--- src/rtl/serial_frame_receiver.sv ---
// serial_frame_receiver: deserialises start(1)/WIDTH data LSB-first/stop(0) frames into parallel words.
// Define SERIAL_FRAME_PARITY_EN to expect an even-parity bit between the data bits and the stop bit.
module serial_frame_receiver #(
  parameter int WIDTH = 4,
  parameter int CNT_W = 8
) (
  input  logic             clk,
  input  logic             rst_n,
  input  logic             bit_en,
  input  logic             a,
  output logic [WIDTH-1:0] data_out,
  output logic             data_valid,
  output logic             frame_err,
  output logic             busy,
  output logic [CNT_W-1:0] frame_cnt
);
  localparam int BW = $clog2(WIDTH);
`ifdef SERIAL_FRAME_PARITY_EN
  typedef enum logic [1:0] {IDLE, DATA, STOP, PARITY} state_t;
  logic par, par_n;
`else
  typedef enum logic [1:0] {IDLE, DATA, STOP} state_t;
`endif
  state_t state, state_n;
  logic [WIDTH-1:0] sh, sh_n, dout_n;
  logic [BW-1:0] bc, bc_n;
  logic [CNT_W-1:0] fc_n;
  logic dv_n, fe_n, good;
  always_comb begin
    state_n = state;
    sh_n = sh;
    bc_n = bc;
    dout_n = data_out;
    fc_n = frame_cnt;
    dv_n = 1'b0;
    fe_n = 1'b0;
`ifdef SERIAL_FRAME_PARITY_EN
    par_n = par;
    good = ~a & ~(^{sh, par});
`else
    good = ~a;
`endif
    if (bit_en) begin
      case (state)
        IDLE: begin
          state_n = a ? DATA : IDLE;
          bc_n = '0;
        end
        DATA: begin
          sh_n = {a, sh[WIDTH-1:1]};
          bc_n = bc + 1'b1;
`ifdef SERIAL_FRAME_PARITY_EN
          state_n = (bc == BW'(WIDTH - 1)) ? PARITY : DATA;
`else
          state_n = (bc == BW'(WIDTH - 1)) ? STOP : DATA;
`endif
        end
`ifdef SERIAL_FRAME_PARITY_EN
        PARITY: begin
          par_n = a;
          state_n = STOP;
        end
`endif
        STOP: begin
          state_n = IDLE;
          dout_n = good ? sh : data_out;
          dv_n = good;
          fe_n = ~good;
          fc_n = (good && !(&frame_cnt)) ? frame_cnt + 1'b1 : frame_cnt;
        end
        default: state_n = IDLE;
      endcase
    end
  end
  always_ff @(posedge clk) begin
    if (!rst_n) begin
      state <= IDLE;
      sh <= '0;
      bc <= '0;
      data_out <= '0;
      data_valid <= 1'b0;
      frame_err <= 1'b0;
      busy <= 1'b0;
      frame_cnt <= '0;
`ifdef SERIAL_FRAME_PARITY_EN
      par <= 1'b0;
`endif
    end else begin
      state <= state_n;
      sh <= sh_n;
      bc <= bc_n;
      data_out <= dout_n;
      data_valid <= dv_n;
      frame_err <= fe_n;
      busy <= state_n != IDLE;
      frame_cnt <= fc_n;
`ifdef SERIAL_FRAME_PARITY_EN
      par <= par_n;
`endif
    end
  end
endmodule

--- config.mk ---
export PLATFORM = sky130hd
export DESIGN_NAME = serial_frame_receiver
export DESIGN_NICKNAME = d
export VERILOG_FILES = /design/src/rtl/serial_frame_receiver.sv
export SDC_FILE = /design/constraint.sdc
export NUM_CORES = 1
export LEC_CHECK = 0
export ABC_AREA = 1
export CAP_MARGIN = 20
export CORE_MARGIN = 10
export CORE_UTILIZATION = 54
export CTS_BUF_LIST = sky130_fd_sc_hd__clkbuf_4 sky130_fd_sc_hd__clkbuf_8 sky130_fd_sc_hd__clkbuf_16
export CTS_CLUSTER_DIAMETER = 60
export DETAILED_ROUTE_END_ITERATION = 12
export PLACE_DENSITY = 0.82
export RECOVER_POWER = 100
export SYNTH_ARGS = -nofsm -noshare
export SYNTH_HDL_FRONTEND = slang
export SYNTH_SLANG_ARGS = --single-unit
export TNS_END_PERCENT = 20
--- constraint.sdc ---
create_clock -name clk -period 2.3 [get_ports clk]
set_input_delay 0.46 -clock clk [delete_from_list [all_inputs] [get_ports clk]]
set_output_delay 0.46 -clock clk [all_outputs]
set_load 0.01 [all_outputs]
==> impl_metrics.env <==
export IMPL_postCtsSetupBuffers=0
export IMPL_syn_nets=143
export IMPL_relSlewSlack_pct=54.36
export IMPL_ys_warn_count=0
export IMPL_synth_flop_cell="dfxtp_1"
export IMPL_hold_slack_ns=0.4823
export IMPL_post_cts_resized=0
export IMPL_cp_end_kind="flop"
export IMPL_fin_util_pct=69.79
export IMPL_synthTopCellsByArea="dfxtp_1 43%, nand2_1 6.7%, nor2_1 6.7%"
export IMPL_cts_root_buffer="clkbuf_4"
export IMPL_syn2layout_area_growth_pct=18.65
export IMPL_fmax_mhz=525.1
export IMPL_die_h_um=64.30
export IMPL_clockBufferDepth=2
export IMPL_synthDistinctLibCells=24
export IMPL_netlist_top_cells_count="23 x dfxtp_1, 19 x nand2_1, 19 x nor2_1"
export IMPL_drc=0
export IMPL_clock_sinks=23
export IMPL_synthMostInstantiatedCell="dfxtp_1"
export IMPL_worst_path_max_fanout=10
export IMPL_cpPeakStageDelay_ns=0.58
export IMPL_antenna_found_initial=0
export IMPL_ant_nets=0
export IMPL_cts_hold_buf=0
export IMPL_finalSetupTns_ns=0
export IMPL_grt_pass1_vias=824
export IMPL_synthCells=137
export IMPL_die_w_um=64.30
export IMPL_rsz0062_at_grt="false"
export IMPL_synth_top_area_share_pct=43.45
export IMPL_drt_wirelength_per_cell_um=11.83
export IMPL_drive_gt1_share_pct=12.74
export IMPL_hpwlAfterDp_um=1709
export IMPL_start_util_pct=58.82
export IMPL_antenna_cells=0
export IMPL_critical_path_class="in2reg"
export IMPL_crit_slowest_cell="dlygate4sd3_1"
export IMPL_period_share_pct=82.80
export IMPL_clk_pin_slew_ns=0.12
export IMPL_drv_slew=0
export IMPL_ys_seq_area_share_pct=43.45
export IMPL_core_area_um2=1802
export IMPL_dr_total_vias=887
export IMPL_cts_tree="built"
export IMPL_htree_num_levels=1
export IMPL_netlist_area_um2=1060
export IMPL_cp_common_cell="nand2_1"
export IMPL_die_area_um2=4134
export IMPL_status="complete, no violations"
export IMPL_gp_congestion=0.7909
export IMPL_worstSetupStartpoint="bit_en"
export IMPL_worst_pin_slew_ns=0.6820
export IMPL_grt_pass1_wl_um=3615
export IMPL_r2r_start="state[0]"
export IMPL_drtPass1Iterations=4
export IMPL_min_from="bc[1]"
export IMPL_cap_violations=0
export IMPL_finalHoldViolCount=0
export IMPL_setup_viol=0
export IMPL_first_iter_violations=27
export IMPL_grt_max_degree=13
export IMPL_insertion_delay_ns=0.31
export IMPL_io_pins=19
export IMPL_synth_seq_cells=23
export IMPL_io_buffers=18
export IMPL_via_per_inst=4.874
export IMPL_cp_data_required_time_ns=2.52
export IMPL_finalPower_mw=0.6403
export IMPL_placed_cell_area_um2=1256
export IMPL_nNetsFinal=164
export IMPL_synth_edf_count=0
export IMPL_overflow=0
export IMPL_syn_area_per_cell_um2=7.736
export IMPL_async_flop_share_pct=0
export IMPL_cts_inserted_buffers=3
export IMPL_start_kind="input port"
export IMPL_crit_chain="dlygate4sd3_1, nand2_1, nor2_1, nand2_4, inv_4, nand2_1, nand2_1, nor2_2"
export IMPL_num_rows=15
export IMPL_netlist_top_cell_by_area="dfxtp_1"
export IMPL_irDropWorstVdd_mv=0.4422
export IMPL_period_needed_ns=1.904
export IMPL_hold_class="reg2reg"
export IMPL_p_leak_nw=0.5332
export IMPL_power_density_nw_per_um2=509.2
export IMPL_finClkSkew_ns=0.002523
export IMPL_stdcell_area_um2=1257
export IMPL_crit_arrival_ns=2.12
export IMPL_routed_wl_um=2153
export IMPL_track_usage_pct=10.69
==> critical path, delay by kind of cell <==
kind | cells | cell delay, ns
simple gates | 6 | 0.97
buf+inv | 2 | 0.69
==> layer usage <==
| layer | global-route usage [%] | share of wire [%] | vias to the layer above |
|---|---|---|---|
| met5 | 0 | 0 | - |
| met4 | 4.011 | 1.3 | 0 |
| met3 | 3.659 | 5.1 | 4 |
| met2 | 18.35 | 48 | 15 |
| met1 | 11.84 | 46 | 395 |
| li1 | - | - | 473 |
==> power by group <==
part           leakage (nW)  internal, mW  switching [mW]  total [mW]
registers             0.186         0.404         0.00484       0.408
logic                 0.329        0.0145          0.0225      0.0370
clock network        0.0184        0.0795           0.115       0.195
total                 0.533         0.498           0.143       0.640
==> kinds of logic after synthesis <==
kind of cell	after synthesis	synth area share [%]
xor gates and xnor gates	2	1.653
AOI/OAI and AO/OA	24	12.16
and+or+nand+nor	65	31.17
DFF	23	43.45
buffers and inverters	21	9.209
adders and majority gates	2	2.361
==> flip-flops by register name (all words and copies together), names as in the netlist <==
name and cells:
frame_cnt 8, data_out 4, sh 4, bc 2, state 2, busy 1
data_valid 1, frame_err 1
==> cells in the final DEF, fill, tap and decap left out, types with 3 or more instances in the layout <==
cell	instances
dfxtp_1	23
inv_1	16
clkbuf_4	4
nor2_2	5
nor2_1	21
dlygate4sd3_1	17
o21ai_0	10
nand2_1	23
nand3_1	7
nand2_2	3
a21oi_1	11
==> per-stage QoR <==
step	worst slack, ns	instances
2_1_floorplan	0.9801	137
3_3_place_gp	0.5739	178
3_5_place_dp	0.5433	178
4_1_cts	0.4841	182
5_1_grt	0.2506	182
6_report	0.3955	182
==> final cells by class <==
type	instances	area, um^2
Fill cell	169	544.3
Multi-Input combinational cell	93	473.0
Sequential cell	23	460.4
Timing Repair Buffer	19	187.7
Inverter	18	75.07
Tap cell	25	31.28
Clock buffer	4	30.03
==> worst paths after layout <==
path              slack, ns  cells after the start      endpoint
setup / recovery       0.40                      8  frame_cnt[0]
hold / removal         0.48                      2         bc[1]
setup reg to reg       0.71                      8  frame_cnt[0]
hold reg to reg        0.48                      2         bc[1]
No activity file was read; power rests on OpenSTA's default activity.
